===== config.mk =====
export PLATFORM = sky130hd
export DESIGN_NAME = branch_unit_bht
export DESIGN_NICKNAME = d
export VERILOG_FILES = /design/src/rtl/branch_unit_bht.sv
export SDC_FILE = /design/constraint.sdc
export NUM_CORES = 1
export LEC_CHECK = 0
export BUFFER_PORTS_ARGS = -buffer_cell sky130_fd_sc_hd__buf_2
export CAP_MARGIN = 10
export CORE_MARGIN = 2
export CORE_UTILIZATION = 52
export DETAILED_ROUTE_END_ITERATION = 7
export PLACE_DENSITY = 0.82
export SYNTH_ARGS = -nofsm -noshare
export SYNTH_HDL_FRONTEND = slang
export SYNTH_SLANG_ARGS = --single-unit

===== constraint.sdc =====
create_clock -name clk -period 5 [get_ports clk]
set_input_delay 1.25 -clock clk [delete_from_list [all_inputs] [get_ports clk]]
set_output_delay 1.25 -clock clk [all_outputs]
set_load 0.005 [all_outputs]

===== src/rtl/branch_unit_bht.sv =====
// Branch resolution for all six RV32I conditional branches plus a 2-bit saturating BHT.
// Optional performance counters are enabled by defining BRANCH_STATS_EN.
module branch_unit_bht #(
  parameter int         XLEN        = 32,
  parameter int         BHT_ENTRIES = 64,
  parameter logic [1:0] CTR_INIT    = 2'b01
) (
  input  logic            clk,
  input  logic            reset_n,
  input  logic [XLEN-1:0] if_pc,
  output logic            if_pred_taken,
  input  logic            ex_valid,
  input  logic            ex_branch,
  input  logic [2:0]      ex_func3,
  input  logic [XLEN-1:0] ex_rs1,
  input  logic [XLEN-1:0] ex_rs2,
  input  logic [XLEN-1:0] ex_pc,
  input  logic [XLEN-1:0] ex_imm,
  input  logic            ex_pred_taken,
  output logic            pc_sel,
  output logic [XLEN-1:0] redirect_pc,
  output logic            flush,
`ifdef BRANCH_STATS_EN
  output logic            br_illegal,
  output logic [31:0]     stat_branches,
  output logic [31:0]     stat_mispredicts
`else
  output logic            br_illegal
`endif
);

  localparam int IDX_W = $clog2(BHT_ENTRIES);

  logic [IDX_W-1:0] if_idx;
  logic [IDX_W-1:0] ex_idx;
  logic [1:0]       ctr_vec [BHT_ENTRIES];
  logic [1:0]       ctr_cur;
  logic [1:0]       ctr_upd;

  logic             legal;
  logic             actual_taken;
  logic             resolve;
  logic             bht_update;
  logic             mispredict;
  logic [XLEN-1:0]  target_pc;

  logic             pc_sel_reg;
  logic             flush_reg;
  logic             br_illegal_reg;
  logic [XLEN-1:0]  redirect_pc_reg;
  logic [XLEN-1:0]  redirect_pc_next;

  // The low two PC bits and everything above the index are not needed for lookup.
  logic unused_if_pc_bits;
  assign unused_if_pc_bits = ^{if_pc[XLEN-1:IDX_W+2], if_pc[1:0]};

  assign if_idx = if_pc[IDX_W+1:2];
  assign ex_idx = ex_pc[IDX_W+1:2];

  assign if_pred_taken = ctr_vec[if_idx][1];

  // funct3 010/011 are the only reserved encodings.
  assign legal = (ex_func3[2:1] != 2'b01);

  always_comb begin
    actual_taken = 1'b0;
    case (ex_func3)
      3'b000:  actual_taken = (ex_rs1 == ex_rs2);
      3'b001:  actual_taken = (ex_rs1 != ex_rs2);
      3'b100:  actual_taken = ($signed(ex_rs1) <  $signed(ex_rs2));
      3'b101:  actual_taken = ($signed(ex_rs1) >= $signed(ex_rs2));
      3'b110:  actual_taken = (ex_rs1 <  ex_rs2);
      3'b111:  actual_taken = (ex_rs1 >= ex_rs2);
      default: actual_taken = 1'b0;
    endcase
  end

  // The instruction in EX during a flush cycle is already squashed.
  assign resolve    = ex_valid & ex_branch & ~flush_reg;
  assign bht_update = resolve & legal;
  assign mispredict = bht_update & (actual_taken != ex_pred_taken);
  assign target_pc  = actual_taken ? (ex_pc + ex_imm) : (ex_pc + XLEN'(4));

  assign ctr_cur = ctr_vec[ex_idx];

  always_comb begin
    ctr_upd = ctr_cur;
    if (actual_taken) begin
      if (ctr_cur != 2'b11) ctr_upd = ctr_cur + 2'b01;
    end else begin
      if (ctr_cur != 2'b00) ctr_upd = ctr_cur - 2'b01;
    end
  end

  genvar gi;
  generate
    for (gi = 0; gi < BHT_ENTRIES; gi++) begin : g_ctr
      logic [1:0] ctr_reg;
      logic       hit;

      assign hit = bht_update && (ex_idx == IDX_W'(gi));

      always_ff @(posedge clk or negedge reset_n) begin
        if (!reset_n) begin
          ctr_reg <= CTR_INIT;
        end else if (hit) begin
          ctr_reg <= ctr_upd;
        end
      end

      assign ctr_vec[gi] = ctr_reg;
    end
  endgenerate

  assign redirect_pc_next = mispredict ? target_pc : redirect_pc_reg;

  always_ff @(posedge clk or negedge reset_n) begin
    if (!reset_n) begin
      pc_sel_reg      <= 1'b0;
      flush_reg       <= 1'b0;
      br_illegal_reg  <= 1'b0;
      redirect_pc_reg <= '0;
    end else begin
      pc_sel_reg      <= mispredict;
      flush_reg       <= mispredict;
      br_illegal_reg  <= resolve & ~legal;
      redirect_pc_reg <= redirect_pc_next;
    end
  end

  assign pc_sel      = pc_sel_reg;
  assign flush       = flush_reg;
  assign br_illegal  = br_illegal_reg;
  assign redirect_pc = redirect_pc_reg;

`ifdef BRANCH_STATS_EN
  logic [31:0] stat_branches_reg;
  logic [31:0] stat_mispredicts_reg;

  always_ff @(posedge clk or negedge reset_n) begin
    if (!reset_n) begin
      stat_branches_reg    <= '0;
      stat_mispredicts_reg <= '0;
    end else begin
      if (bht_update) stat_branches_reg    <= stat_branches_reg + 32'd1;
      if (mispredict) stat_mispredicts_reg <= stat_mispredicts_reg + 32'd1;
    end
  end

  assign stat_branches    = stat_branches_reg;
  assign stat_mispredicts = stat_mispredicts_reg;
`endif

endmodule


==> out/qor.csv, run 1 <==
metric;value;unit
status;finished, final reports clean;
root_buffer;clkbuf_16;
cellLeakagePower;5.92;nW
grt_max_degree;113;
yosysWarnings;0;
timing.rr.start;g_ctr[47].ctr_reg[0];
skew;0.0115;ns
synthCells;1199;
multi_input_area;7110;µm²
swShare;0.323;
finalSetupViolCount;0;
cts_buffers;17;
cts_buffer_depth;2;
drv_cap;0;
wirelength;33900;µm
p_clk_frac;0.338;
worstPathArrival;3.27;ns
io-pin-count;204;
clk_transition_reported_paths;0.07;ns
grt.total_usage;0.282;
grt_remaining_overflow;0;
synth_ff_type;dfrtp_1;
cts_resized;0;
switchingPower;1.28;mW
fin_crit;4.52;ns
ys_seq_area_frac;0.353;
syn_nets;1435;
worst_pin_slew;1.02;ns
placementRows;54;
p_seq_frac;0.404;
drc;0;
clock-sinks;162;
wl_per_cell;20.7;µm
nets;1580;
die-width;154;µm
crit_start;if_pc[2];
setup_ws;0.479;ns
cp-end-kind;output pin;
drtPass1Iterations;6;
ys_async_sr_fraction;1.00;
mostFrequentLayoutCells;nor2_1, buf_2, a21oi_1, dfrtp_1, ha_1;
synth_edf_count;0;
worst-path-max-fanout;16;
grt_antenna_before_repair;0;
avgSynthCellArea;9.77;µm²
fin_tns_setup;0;ns
p_int;2.69;mW
clk_latency;0.44;ns
seq_area;4130;µm²
final_layout_size_suffix_gt1_frac;0.316;
rsz0062_at_grt;no;
largest_reg_flops;128;
antenna_left;0;
vias;10500;
peakVddDrop;0.307;mV
core_area;22000;µm²
initial_core_util;0.534;
hp-start;g_ctr[2].ctr_reg[1];
grt_pass1_vias;10300;
powerDensity;296;nW/µm²
synthesis.area;11700;µm²
die_h;154;µm
hold_buffers;0;
drt_iter0_drc;925;
grt_pass1_wl;53200;µm
hold_viol_final;0;
globalplace.congestion;0.975;
cts_setup_buffers;0;
port_buffers;177;
fmax;221;MHz
die_area;23700;µm²
place_worst_setup_slack;0.450;ns
layout_commonest_cell;nor2_1;
pwr-share-comb;0.259;
via_per_inst;6.39;
worstSetupStartpointType;input port;
slew_headroom;0.320;
n_fill_cell;1762;
synth-seq-cells;162;
hpwl;24600;µm
worstSetupPathType;in2out;
tritoncts;done;
finalMaxSlewViolations;0;
diodes;0;
h-tree-depth;4;
period_share;0.904;
area_growth;14.6;%
yosysUniqueCellTypes;72;
min_path_type;reg2reg;
worstPathRequired;3.75;ns
==> critical path, stage by stage <==
cell    delay [ns]
buf_2         0.10
buf_12        0.19
mux4_2        0.54
mux4_2        0.52
mux4_2        0.51
buf_2         0.15
==> cells by family after synthesis <==
family | synth area share
AOI/OAI and AO/OA | 0.168
xor gates and xnor gates | 0.0389
adders and majority gates | 0.0751
buffers and inverters | 0.0420
DFF | 0.353
muxes | 0.180
and+or+nand+nor | 0.143
==> cell type report <==
class                   count  share of cell area
multi-input cells         921               0.529
flip-flops and latches    162               0.308
repair buffers            197              0.0795
clock buffers              20              0.0348
well taps                 280              0.0261
inverters                  45              0.0126
clock inverters            12             0.00997
==> path summary, 6_finish.rpt <==
kind                                        end  slack, ns  cells after the start
max in group asynchronous  g_ctr[49].ctr_reg[0]       3.02                      2
setup reg to reg           g_ctr[40].ctr_reg[1]       1.91                      7
hold / removal              g_ctr[2].ctr_reg[1]       0.55                      2
min in group asynchronous  g_ctr[42].ctr_reg[1]       0.96                      1
setup / recovery                  if_pred_taken       0.48                      6
hold reg to reg             g_ctr[2].ctr_reg[1]       0.55                      2
==> layer usage <==
layer | routed length [µm] | global-route usage | part of all wire
met5 | 0 | 0 | 0
met4 | 1260 | 0.123 | 0.037
met3 | 2900 | 0.0609 | 0.086
met2 | 16600 | 0.477 | 0.49
met1 | 13200 | 0.351 | 0.39
==> synth_stat cells (all sizes together), types with 3 or more instances <==
| library cell | count | share of area |
|---|---|---|
| mux2 | 64 | 0.062 |
| o21ai | 29 | 0.012 |
| ha | 67 | 0.072 |
| or3 | 5 | 0.0027 |
| o211ai | 8 | 0.0051 |
| dfstp | 64 | 0.14 |
| nor4 | 3 | 0.0016 |
| nor2b | 10 | 0.0053 |
| nor3 | 18 | 0.0077 |
| o221a | 4 | 0.0038 |
| o21a | 4 | 0.0026 |
| a31oi | 5 | 0.0027 |
| o41ai | 4 | 0.0046 |
| o21bai | 3 | 0.0019 |
| and2 | 3 | 0.0016 |
| and4 | 3 | 0.0022 |
| nand2b | 9 | 0.0048 |
| and3 | 12 | 0.0064 |
| nand2 | 52 | 0.017 |
| xnor2 | 29 | 0.022 |
| nor2 | 197 | 0.063 |
| mux4 | 61 | 0.12 |
| a21oi | 133 | 0.057 |
| a2111oi | 3 | 0.0022 |
| nand3 | 34 | 0.015 |
| xor2 | 23 | 0.017 |
| dfrtp | 98 | 0.21 |
| buf | 31 | 0.015 |
| a211oi | 15 | 0.0096 |
| nand4 | 20 | 0.011 |
| a21o | 15 | 0.0096 |
| clkbuf | 40 | 0.013 |
| inv | 44 | 0.014 |
| o221ai | 43 | 0.032 |
| o31ai | 3 | 0.0019 |
==> power groups by stage <==
stage / Combinational, mW / Sequential (mW) / Clock, mW
after CTS: 1.02 / 1.60 / 1.35
after detailed placement: 1.01 / 1.62 / 0
final: 1.03 / 1.60 / 1.34
after global routing: 1.12 / 1.62 / 1.40
after floorplan: 0.686 / 1.59 / 0
after global placement: 0.983 / 1.61 / 0
==> metrics by stage <==
stage	total power [mW]	utilization	instances	area, µm²	hold WS, ns
4_1_cts	3.97	0.611	1637	13400	0.559
3_3_place_gp	2.59	0.584	1605	12800	0.521
5_1_grt	4.15	0.611	1637	13400	0.578
2_1_floorplan	2.27	-	1199	11700	0.506
3_5_place_dp	2.63	0.584	1605	12800	0.542
6_report	3.97	0.611	1637	13400	0.553
Power figures use the tool's default switching activity.
==> run 2, diff against run 1 <==
- CORE_MARGIN: 2 -> 4
- PLACE_DENSITY: 0.82 -> 0.87
==> run 2 against run 1 <==
  * Setup slack better by 0.014 ns
  * Clock-buffer cell count is 3 lower
  * Critical path type unchanged
  * Cell count stayed put
  * First-iteration DRC count is 21% higher
  * Hold slack better by 0.0023 ns
  * Largest cell class unchanged
  * Sequential cell count stayed put
  * Sequential share of layout area hardly changed
==> out/qor.csv, run 2 (synthesized netlist as in run 1, its figures left out) <==
metric;value;unit
grt_max_degree;118;
wl_per_cell;20.6;µm
cp-end-kind;output pin;
die_h;158;µm
place_worst_setup_slack;0.323;ns
setup_ws;0.493;ns
grt_antenna_before_repair;0;
drc;0;
worstSetupStartpointType;input port;
antenna_left;0;
hpwl;24900;µm
h-tree-depth;4;
tritoncts;done;
grt_pass1_vias;10300;
fin_tns_setup;0;ns
root_buffer;clkbuf_16;
fmax;222;MHz
vias;10600;
mostFrequentLayoutCells;nor2_1, buf_2, a21oi_1, dfrtp_1, ha_1;
cellLeakagePower;5.91;nW
rsz0062_at_grt;no;
area_growth;14.6;%
drtPass1Iterations;7;
placementRows;54;
worstPathArrival;3.26;ns
cts_buffer_depth;2;
wirelength;33700;µm
hold_slack;0.555;ns
largest_reg_flops;128;
instances_no_fill;1637;
cts_buffers;17;
min_path_type;reg2reg;
finalSetupViolCount;0;
clk_latency;0.44;ns
core_area;22000;µm²
slew_headroom;0.266;
die-width;158;µm
drt_iter0_drc;1116;
io-pin-count;204;
design_area;13400;µm²
clk_transition_reported_paths;0.07;ns
hold_buffers;0;
cts_resized;0;
drv_cap;0;
worstSetupPathType;in2out;
die_area;25000;µm²
status;finished, final reports clean;
powerDensity;294;nW/µm²
nets;1580;
crit_start;if_pc[2];
fin_crit;4.51;ns
layout_commonest_cell;nor2_1;
timing.rr.start;g_ctr[47].ctr_reg[0];
peakVddDrop;0.259;mV
fin_util;0.610;
diodes;0;
dp.cells;1605;
r2r_cells;6;
grt.total_usage;0.266;
period_share;0.901;
cts_setup_buffers;0;
post_dp_cell_area;12800;µm²
r2r_slack;1.65;ns
port_buffers;177;
grt_pass1_wl;52600;µm
grt_remaining_overflow;0;
hold-path-endpoint;g_ctr[54].ctr_reg[1];
hp-start;g_ctr[54].ctr_reg[1];
globalplace.congestion;0.922;
skew;0.0139;ns
reg2reg_to;g_ctr[44].ctr_reg[0];
worstPathRequired;3.75;ns
clock-sinks;162;
via_per_inst;6.45;
finalMaxSlewViolations;0;
final_layout_size_suffix_gt1_frac;0.316;
p_total;3.94;mW
hold_viol_final;0;
worst_pin_slew;1.10;ns
initial_core_util;0.532;
worst-path-max-fanout;16;
holdPathStages;2;
run 2: where the power goes:
group          switching (mW)  total [mW]  internal (mW)
sequential              0.123        1.61           1.48
clock                   0.627        1.30          0.670
combinational           0.575        1.04          0.463
run 2: worst max path at each step:
stage          cells after the start  slack (ns)                   end
2_1_floorplan                      5        0.09         if_pred_taken
3_3_place_gp                       7        0.41   g_ctr[5].ctr_reg[0]
3_5_place_dp                       7        0.32  g_ctr[44].ctr_reg[0]
4_1_cts                            6        0.50         if_pred_taken
5_1_grt                            6        0.45         if_pred_taken
6_report                           6        0.49         if_pred_taken
run 2: routing by layer:
layer / vias to the layer above / global-route usage / part of all wire
met2: 618 / 0.454 / 0.49
met1: 5056 / 0.332 / 0.39
met4: 0 / 0.110 / 0.042
met5: - / 0 / 0
met3: 118 / 0.0525 / 0.083
li1: 4764 / - / -
run 2: layout make-up:
class	instances	area (µm²)
clock buffers	17	425
multi-input cells	921	7110
inverters	45	169
clock inverters	15	161
flip-flops and latches	162	4130
well taps	280	350
fillers	1704	8600
repair buffers	197	1080
run 2: critical path, stage by stage:
cell,delay [ns]
buf_2,0.10
buf_12,0.18
mux4_2,0.55
mux4_2,0.51
mux4_2,0.50
buf_2,0.15
==> run 3, diff against run 2 <==
- ABC_AREA: default -> 1
- CORE_UTILIZATION: 52 -> 58
- PLACE_DENSITY: 0.87 -> 0.9
- clock period: 5 -> 4.2 ns (I/O delays scaled with it)
==> run 3 against run 2 <==
  * Cell count up 47%
  * Synthesized cell count up 64%
  * Hold slack got worse by 0.090 ns
  * Wire length is 23% higher
  * Register-to-register slack better by 0.07 ns
  * Largest power group unchanged
==> out/qor.csv, run 3 <==
metric;value;unit
port_buffers;177;
grt_pass1_vias;13900;
grt_remaining_overflow;0;
r2r_slack;1.72;ns
hold_viol_final;0;
holdPathStages;2;
syn_nets;2199;
synthesis.area;12800;µm²
min_path_type;reg2reg;
hold-path-endpoint;g_ctr[11].ctr_reg[0];
die_area;24600;µm²
r2r_cells;14;
fin_crit;4.02;ns
synth_edf_count;0;
cts_buffers;17;
dp.cells;2367;
timing.rr.start;g_ctr[5].ctr_reg[1];
fin_tns_setup;0;ns
clk_latency;0.45;ns
worstSetupStartpointType;input port;
grt_antenna_before_repair;1;
synth_top_area_cell;dfrtp_1;
worst-path-max-fanout;19;
synth-seq-cells;162;
setup_ws;0.181;ns
die-width;157;µm
instances_no_fill;2400;
hold_buffers;0;
worstPathRequired;3.15;ns
largest_reg_flops;128;
period_share;0.957;
fin_util;0.669;
core_area;21800;µm²
cts_buffer_depth;2;
design_area;14600;µm²
globalplace.congestion;0.992;
skew;0.0128;ns
p_total;4.96;mW
drv_cap;0;
n_fill_cell;1827;
antenna_left;0;
clock-sinks;162;
clk_transition_reported_paths;0.06;ns
layout_commonest_cell;nand2_1;
root_buffer;clkbuf_16;
crit_start;if_pc[2];
area_growth;13.6;%
wl_per_cell;17.3;µm
h-tree-depth;4;
tritoncts;done;
vias;14200;
status;finished, final reports clean;
final_layout_size_suffix_gt1_frac;0.154;
via_per_inst;5.93;
grt_pass1_wl;66400;µm
grt_max_degree;86;
worstPathArrival;2.97;ns
synth_common_cells;nand2_1, nand3_1, inv_1;
peakVddDrop;0.236;mV
drc;0;
finalSetupViolCount;0;
drt_iter0_drc;1611;
netlist.area_leader.share;0.191;
post_dp_cell_area;13900;µm²
slew_headroom;0.447;
ys_seq_area_frac;0.322;
yosysWarnings;0;
drtPass1Iterations;8;
worstSetupPathType;in2out;
hpwl;29700;µm
mostFrequentLayoutCells;nand2_1, nand3_1, inv_1, buf_2, nor2_1;
cts_setup_buffers;0;
synthMostInstantiatedCell;nand2_1;
avgSynthCellArea;6.55;µm²
reg2reg_to;g_ctr[13].ctr_reg[0];
hp-start;g_ctr[11].ctr_reg[0];
hold_slack;0.465;ns
synthTopCellsByArea;dfrtp_1, nand2_1, dfstp_2, nand3_1, ha_1;
worst_pin_slew;0.830;ns
finalMaxSlewViolations;0;
synthCells;1963;
synth_ff_type;dfrtp_1;
grt.total_usage;0.331;
cellLeakagePower;7.46;nW
rsz0062_at_grt;no;
initial_core_util;0.589;
cts_resized;0;
placementRows;54;
powerDensity;340;nW/µm²
fmax;249;MHz
ys_async_sr_fraction;1.00;
cp-end-kind;output pin;
die_h;157;µm
wirelength;41400;µm
nets;2342;
place_worst_setup_slack;0.0762;ns
yosysUniqueCellTypes;47;
io-pin-count;204;
==> run 3: cell types whose count changed in the layout (fill, tap and decap cells not counted), sizes merged, moves of 32 or more <==
cell,change
nand2,+561
nor3,+32
mux4,-61
nand3,+204
inv,+177
o221ai,-41
a21oi,-32
o21ai,+100
mux2,-64
==> run 3: where the power goes <==
group	switching [mW]	internal, mW	total, mW	leakage (nW)
clock	0.734	1.03	1.76	0.321
combinational	0.896	0.461	1.36	5.15
sequential	0.0954	1.75	1.84	1.99
total	1.73	3.24	4.96	7.46
==> run 3: cells by family after synthesis <==
| kind of cell | count (synthesis) | share of synthesized area |
|---|---|---|
| buffers and inverters | 306 | 0.0988 |
| adders and majority gates | 68 | 0.0668 |
| xor gates and xnor gates | 51 | 0.0348 |
| AOI/OAI and AO/OA | 277 | 0.117 |
| and+or+nand+nor | 1099 | 0.361 |
| DFF | 162 | 0.322 |
==> run 3: worst max-delay path by stage <==
| stage | depth (start not counted) | slack [ns] | endpoint |
|---|---|---|---|
| floorplan | 8 | 0.86 | if_pred_taken |
| global placement | 18 | 0.24 | redirect_pc[30] |
| detailed placement | 18 | 0.08 | redirect_pc[1] |
| CTS | 10 | 0.28 | if_pred_taken |
| global route | 18 | 0.10 | redirect_pc[4] |
| finish | 9 | 0.18 | if_pred_taken |
==> run 3: metal layers <==
metal / track usage / part of all wire
met1: 0.397 / 0.37
met5: 0 / 0
met2: 0.559 / 0.47
met4: 0.186 / 0.055
met3: 0.0619 / 0.11
==> run 3: worst max-delay path: stages <==
cell	delay [ns]
buf_2	0.09
clkinv_1	0.35
buf_12	0.31
o21ai_0	0.15
a211oi_1	0.12
o21ai_0	0.19
a21oi_1	0.06
o31ai_1	0.43
buf_2	0.20
==> run 3: cell type report <==
cell class | count | area [µm²] | share of cell area
Clock inverter | 15 | 235 | 0.0161
Timing Repair Buffer | 207 | 1150 | 0.0792
Multi-Input combinational cell | 1495 | 7450 | 0.511
Tap cell | 280 | 350 | 0.0240
Antenna cell | 1 | 2.50 | 0.000172
Sequential cell | 162 | 4130 | 0.283
Inverter | 223 | 840 | 0.0575
Clock buffer | 17 | 425 | 0.0292
